## config.mk

```make
export PLATFORM = sky130hd
export DESIGN_NAME = systolic_pe_int
export DESIGN_NICKNAME = d
export VERILOG_FILES = /design/src/rtl/systolic_pe_int.sv
export SDC_FILE = /design/constraint.sdc
export NUM_CORES = 1
export LEC_CHECK = 0
export ABC_AREA = 1
export BUFFER_PORTS_ARGS = -buffer_cell sky130_fd_sc_hd__buf_2
export CAP_MARGIN = 0
export CORE_MARGIN = 5
export CORE_UTILIZATION = 33
export DETAILED_ROUTE_END_ITERATION = 12
export PLACE_DENSITY = 0.61
export SLEW_MARGIN = 20
export SYNTH_ARGS = -nofsm -noshare
export SYNTH_HDL_FRONTEND = slang
export SYNTH_SLANG_ARGS = --single-unit
export TNS_END_PERCENT = 30
```

## constraint.sdc

```tcl
create_clock -name clk -period 16.2 [get_ports clk]
set_clock_uncertainty 0.2 [all_clocks]
set_input_delay 1.62 -clock clk [delete_from_list [all_inputs] [get_ports clk]]
set_output_delay 1.62 -clock clk [all_outputs]
set_load 0.01 [all_outputs]
```

## src/rtl/systolic_pe_int.sv

```systemverilog
// Integer systolic processing element: signed MAC into a wide accumulator,
// east/south operand forwarding, and a per-column daisy-chained result drain.
module systolic_pe_int #(
    parameter int DW  = 8,
    parameter int AW  = 24,
    parameter int SAT = 1,
    parameter int CW  = 8
) (
    input  logic          clk,
    input  logic          rst_n,
    input  logic          start,
    input  logic          drain,
    input  logic          in_valid,
    input  logic [DW-1:0] a_in,
    input  logic [DW-1:0] b_in,
    output logic [DW-1:0] a_out,
    output logic [DW-1:0] b_out,
    output logic          out_valid,
    input  logic [AW-1:0] c_in,
    input  logic          c_in_valid,
    output logic [AW-1:0] c_out,
    output logic          c_out_valid,
    output logic          ovf,
    output logic [CW-1:0] mac_cnt,
    output logic          busy
);

    typedef enum logic [1:0] {IDLE, ACCUM, DRAIN} state_t;

    state_t state, state_nxt;

    logic [AW-1:0]       acc, acc_nxt;
    logic [CW-1:0]       cnt_nxt;
    logic                ovf_nxt;
    logic [AW-1:0]       c_nxt;
    logic                cv_nxt;

    logic signed [2*DW-1:0] prod;
    logic [AW:0]            prod_ext;
    logic [AW:0]            sum;
    logic                   ovf_now;
    logic [AW-1:0]          acc_sum;

    assign prod     = $signed(a_in) * $signed(b_in);
    assign prod_ext = {{(AW+1-2*DW){prod[2*DW-1]}}, prod};
    assign sum      = {acc[AW-1], acc} + prod_ext;

    // One guard bit: the sum left the AW-bit range when the top two bits disagree.
    assign ovf_now = sum[AW] ^ sum[AW-1];

    always_comb begin
        acc_sum = sum[AW-1:0];
        if (ovf_now && SAT != 0)
            acc_sum = sum[AW] ? {1'b1, {(AW-1){1'b0}}} : {1'b0, {(AW-1){1'b1}}};
    end

    assign busy = (state != IDLE);

    always_comb begin
        state_nxt = state;
        acc_nxt   = acc;
        cnt_nxt   = mac_cnt;
        ovf_nxt   = ovf;
        c_nxt     = c_out;
        cv_nxt    = 1'b0;
        case (state)
            IDLE: begin
                if (drain) begin
                    state_nxt = DRAIN;
                    c_nxt     = acc;
                    cv_nxt    = 1'b1;
                end else if (start) begin
                    state_nxt = ACCUM;
                    acc_nxt   = '0;
                    cnt_nxt   = '0;
                    ovf_nxt   = 1'b0;
                end
            end
            ACCUM: begin
                if (drain) begin
                    state_nxt = DRAIN;
                    c_nxt     = acc;
                    cv_nxt    = 1'b1;
                end else if (start) begin
                    // Restart folds the same-edge operand pair in as the first product.
                    acc_nxt = in_valid ? prod_ext[AW-1:0] : '0;
                    cnt_nxt = in_valid ? CW'(1) : '0;
                    ovf_nxt = 1'b0;
                end else if (in_valid) begin
                    acc_nxt = acc_sum;
                    if (mac_cnt != '1)
                        cnt_nxt = mac_cnt + CW'(1);
                    if (ovf_now)
                        ovf_nxt = 1'b1;
                end
            end
            DRAIN: begin
                c_nxt  = c_in;
                cv_nxt = c_in_valid;
                if (!c_in_valid)
                    state_nxt = IDLE;
            end
            default: state_nxt = IDLE;
        endcase
    end

    always_ff @(posedge clk) begin
        if (!rst_n) begin
            state       <= IDLE;
            acc         <= '0;
            mac_cnt     <= '0;
            ovf         <= 1'b0;
            c_out       <= '0;
            c_out_valid <= 1'b0;
            a_out       <= '0;
            b_out       <= '0;
            out_valid   <= 1'b0;
        end else begin
            state       <= state_nxt;
            acc         <= acc_nxt;
            mac_cnt     <= cnt_nxt;
            ovf         <= ovf_nxt;
            c_out       <= c_nxt;
            c_out_valid <= cv_nxt;
            a_out       <= a_in;
            b_out       <= b_in;
            out_valid   <= in_valid;
        end
    end

endmodule

```

# --- Word level (Yosys, flattened, before mapping) ---
# Index checks and enable logic that the tools add are counted.
word_totals:
  register_bits: 77
  latch_bits: 0
  mem_bits_rw: 0
  mem_bits_ro: 0
  inputBits: 46
  out_inout_bits: 52
  elab_cells: 69
  memories: 0
classes:
  n_addsub: 2
  multipliers: 1
  n_div: 0
  magnitude_cmp: 0
  eq_ne: 13
  shifts: 0
  n_mux: 33
  bitwise: 1
  reduce_logical: 10
op_table:
  columns: ["op", "n"]
  rows:
  - ["$mux W24", 9]
  - ["$pmux W24 S2", 2]
  - ["$mux W8", 6]
  - ["$add A24 B16 Y25", 1]
  - ["$mul A8 B8 Y16", 1]
  - ["$pmux W8 S2", 1]
  - ["$ne A3 B3 Y1 const B", 4]
  - ["$reduce_and A6 Y1", 2]
  - ["$ne A2 B2 Y1 const B", 5]
  - ["$add A8 B1 Y8 const B", 1]
  - ["$mux W1", 8]
  - ["$mux W2", 4]
  - ["$ne A8 B8 Y1 const B", 1]
  - ["$pmux W2 S3", 1]
  - ["$reduce_bool A2 Y1", 3]
  - ["$reduce_and A5 Y1", 1]
  - ["$pmux W1 S2", 2]
  - ["$reduce_and A3 Y1", 1]
  - ["$eq A2 B1 Y1 const B", 1]
  - ["$eq A2 B2 Y1 const B", 1]
  - ["$logic_not A2 Y1", 1]
  - ["$ne A2 B1 Y1 const B", 1]
  - ["$reduce_and A2 Y1", 1]
  - ["$reduce_or A2 Y1", 1]
  - ["$xor A1 B1 Y1", 1]

# --- Longest topological paths before layout ---
logic_depth:
  ltp_word: 8
  mapped_depth: 37
  mapped_depth_nobuf: 36

# --- Least setup slack after synthesis ---
# Ideal clock, no wire load.
synth_path:
  kind: "in2reg"
  from: "in b_in[2]"
  to: "reg acc[16]"
  setup_time_ps: 132
  t_arrival_ps: 7168
  required_time_ps: 15868
  path_slack_ps: 8700
  path_stages: 32
  n_path_buf: 2
  path_cell_list: "clkbuf_1 nand2_1 inv_1 fa_1 inv_1 fa_1 inv_1 fa_1 inv_1 fa_1 inv_1 ha_1 nand2_1 nor3_1 nand3_1 nand3_1 inv_1 nand2_1 nand2_1 inv_1 ha_1 a21oi_1 nand2_1 a21oi_2 nand3_1 nand2_1 nand2_1 a21oi_4 buf_6 nand2_1 nand3_1 a21oi_1"
synth_via:
  elab_chain_len: 8
  word_cells_on_any_way: 10
  cone_classes: "add/sub: 1; mul: 1; mux: 7; bitwise: 1"
synth_rtl:
  columns: ["element", "line", "text"]
  rows:
  - ["from (decl)", "15", "input logic [DW-1:0] b_in,"]
  - ["$mul A8 B8 Y16 (*)", "44", "assign prod = $signed(a_in) * $signed(b_in);"]
  - ["$add A24 B16 Y25", "46", "assign sum = {acc[AW-1], acc} + prod_ext;"]
  - ["$mux W24 or $xor A1 B1 Y1 (tied branches)", "54, 49", null]
  - ["$mux W24", "53", "if (ovf_now && SAT != 0)"]
  - ["$mux W24", "89", "end else if (in_valid) begin"]
  - ["$mux W24 (*)", "84", "end else if (start) begin"]
  - ["$mux W24 (*)", "80", "if (drain) begin"]
  - ["$pmux W24 S2 (*)", "66", "case (state)"]
  - ["to (signal assigned)", "120", "acc <= acc_nxt;"]
  - ["to (decl)", "32", "logic [AW-1:0] acc, acc_nxt;"]
# Every way passes the cells marked *; elsewhere a longest branch is shown, timed or not. The select of a mux whose other input is x is not followed.
# A chain may end at the register's enable or synchronous reset.

# --- Worst setup path after layout ---
layout_path:
  from: "in b_in[2]"
  to: "reg acc[9]"
# The elaborated chain is that of the path after synthesis.

==> flow_metrics.py <==
metrics = {
    "run_status": {
        "status": "finished clean",
    },
    "worst_setup_path": {
        "cpMostUsedCell": "nand2_1",
        "r2r-end": "acc[9]",
        "critPathCaptureType": "flip-flop",
        "reg2reg_from": "acc[0]",
        "critPathLaunchType": "input pin",
        "critPathTopFamily": "adder cells",
        "critical_path.slowest_cell": "fa_1",
        "rrSetupSlack_ns": 13.02,
        "cpPeakStageDelay_ns": 0.58,
        "cp.arrival_ns": 7.98,
        "r2r_cells": 15,
        "critical_path_class": "in -> reg",
        "critPathBufInv": 8,
        "cp.required_ns": 16.21,
        "crit_fanout": 19,
    },
    "grt": {
        "antenna_found_initial": 2,
        "grt_overflow_total": 0,
        "grt_pass1_wl_um": 33800,
        "grt_max_degree": 44,
        "grt_use_total": 0.160,
        "grt_pass1_vias": 6836,
    },
    "power_and_ir_drop": {
        "vdd_ir_drop_max_mv": 0.0930,
        "power_leakage_nw": 4.55,
        "power_density_nw_per_um2": 189,
        "p_total_mw": 1.57,
    },
    "drt": {
        "drcViolationCount": 0,
        "routedWlPerCell_um": 13.9,
        "wl_um": 20000,
        "vias": 6913,
        "drt-initial-drc-count": 489,
        "route.antenna.remaining_nets": 0,
        "dr.pass1.iters": 5,
        "via_per_inst": 4.80,
    },
    "synth": {
        "seq_area_frac_synth": 0.211,
        "ys_ff_latch": 77,
        "syn_nets": 1239,
        "yosysUniqueCellTypes": 33,
        "syn-cell-area_sq_um": 7320,
        "syn_area_per_cell_sq_um": 6.77,
        "synth_cells": 1082,
        "yosys_warnings": 0,
    },
    "sta": {
        "setup_viol": 0,
        "max-slew-margin-rel": 0.485,
        "finalCritPeriodShare": 0.492,
        "fmax_ghz": 0.125,
        "hold_viol": 0,
        "rsz0062_at_grt": "false",
        "finalCriticalPeriod_ns": 7.97,
        "final-max-slew-violation-count": 0,
        "tns_ns": 0,
        "tightest_slew_ns": 0.773,
        "worst_slack_ns": 8.23,
    },
    "clock_network": {
        "postCtsHoldBufs": 0,
        "cts_resized": 0,
        "clk_latency_ns": 0.36,
        "clkSinkCount": 77,
        "clock_path_buffers": 2,
        "cts_tree": "done",
        "clk_pin_slew_ns": 0.07,
        "htree_levels": 3,
        "root_buffer": "clkbuf_16",
        "cts_made_buffers": 9,
        "postCtsSetupRepairBufs": 0,
    },
    "floorplanning": {
        "io_pins": 98,
        "design.die.area_sq_um": 25300,
        "rows": 54,
        "initial_core_util": 0.335,
        "core_sq_um": 21800,
        "die_h_um": 159,
        "die_width_um": 159,
    },
    "cells_and_area": {
        "drive_gt1_frac": 0.110,
        "fin_nets": 1312,
        "syn_to_final_growth_pct": 13.6,
        "final.fill_count": 2301,
        "fin_util": 0.381,
        "antenna_cells": 0,
    },
    "placed_design": {
        "hpwlAfterDp_um": 15700,
        "pre_cts_ws_ns": 7.95,
        "gp_congestion": 0.913,
        "numPortBuffers": 97,
    },
    "min_path": {
        "hold_path_class": "reg -> reg",
        "whs_path_depth": 2,
        "min_to": "c_out[17]",
        "holdCritStartpoint": "c_out[17]",
    },
    "run": {
        "drv_cap": 0,
    },
}
## state kept, by name, indices dropped and copies added (netlist names)
| register | count |
|---|---|
| acc | 24 |
| ovf | 1 |
| c_out | 24 |
| a_out | 8 |
| out_valid | 1 |
| mac_cnt | 8 |
| c_out_valid | 1 |
| state | 2 |
| b_out | 8 |
## layout make-up
class                      count  area [sq um]  share of cell area
multi-input combinational    744          4790               0.576
sequential                    77          1540               0.185
inverter                     223           837               0.101
timing repair buffer         100           508              0.0611
tap                          280           350              0.0421
clock buffer                   9           225              0.0271
clock inverter                 7          63.8             0.00767
## cells by family (layout without fill, tap and decap cells)
family / after synthesis / count (layout) / synth area share
buf+inv: 261 / 339 / 0.135
fa+ha+maj: 111 / 111 / 0.247
compound gates: 166 / 166 / 0.125
simple gates: 435 / 435 / 0.244
xor+xnor: 32 / 32 / 0.0383
flops: 77 / 77 / 0.211
## worst max-delay path by stage
stage	slack (ns)	cells after the start	from	endpoint
after floorplan	8.70	32	b_in[2]	acc[16]
after global placement	8.03	31	b_in[2]	acc[8]
after global routing	7.64	33	b_in[2]	acc[8]
after CTS	8.29	31	b_in[2]	acc[9]
final	8.23	31	b_in[2]	acc[9]
after detailed placement	7.95	31	b_in[2]	acc[8]
## metrics by stage
step	cell area (sq um)	std cells	hold WS (ns)
finish	8320	1440	0.263
global route	8320	1440	0.300
global placement	8030	1424	0.254
CTS	8310	1440	0.265
floorplan	7320	1082	0.263
detailed placement	8030	1424	0.253
## per-layer routing
metal	routed length, um	share of wire	up-vias	track usage
met5	25	0.0012	-	0
met4	424	0.021	4	0.0547
met3	1230	0.061	39	0.0300
met2	8650	0.43	186	0.248
met1	9680	0.48	3183	0.224
li1	-	-	3501	-
## tightest hold or removal path, cell delays in order (launching register included)
cell and delay, ns:
dfxtp_1 0.31, nand2_1 0.06, a21oi_1 0.06
## power by group
| group | leakage (nW) | total [mW] | switching, mW | internal, mW |
|---|---|---|---|---|
| logic | 3.79 | 1.16 | 0.770 | 0.387 |
| registers | 0.631 | 0.208 | 0.00674 | 0.201 |
| clock network | 0.136 | 0.210 | 0.102 | 0.108 |
## synthesized netlist by cell type
master / n / share of area
nand2_2: 2 / 0.0017
a211oi_1: 3 / 0.0031
xnor2_1: 16 / 0.019
a21oi_4: 1 / 0.0022
o21ai_1: 2 / 0.0014
nand3_2: 1 / 0.0014
buf_2: 3 / 0.0021
a21o_1: 2 / 0.0021
a21oi_2: 3 / 0.0036
o211ai_1: 1 / 0.0010
inv_1: 223 / 0.11
o21bai_1: 6 / 0.0062
buf_6: 1 / 0.0015
nand3b_1: 3 / 0.0031
nor2_2: 1 / 0.00086
o22ai_1: 21 / 0.018
or2_1: 2 / 0.0017
nor3_1: 7 / 0.0048
and2_1: 1 / 0.00086
a31oi_1: 2 / 0.0017
nand4_1: 14 / 0.012
ha_1: 55 / 0.094
xor2_1: 16 / 0.019
or2_2: 3 / 0.0026
fa_1: 56 / 0.15
nor2_1: 63 / 0.032
a21oi_1: 87 / 0.059
o21ai_0: 37 / 0.025
nand3_1: 53 / 0.036
a2111oi_0: 1 / 0.0012
clkbuf_1: 34 / 0.017
nand2_1: 285 / 0.15
dfxtp_1: 77 / 0.21
## placed cells by master (no fill, tap or decap), types with 6 or more instances in the layout
cell type,instances
a21oi_1,87
buf_2,97
clkbuf_16,9
dfxtp_1,77
fa_1,56
ha_1,55
inv_1,223
nand2_1,284
nand3_1,53
nand4_1,14
nor2_1,63
nor3_1,7
o21ai_0,37
o21bai_1,6
o22ai_1,21
xnor2_1,16
xor2_1,16
(Power assumes the default switching activity.)
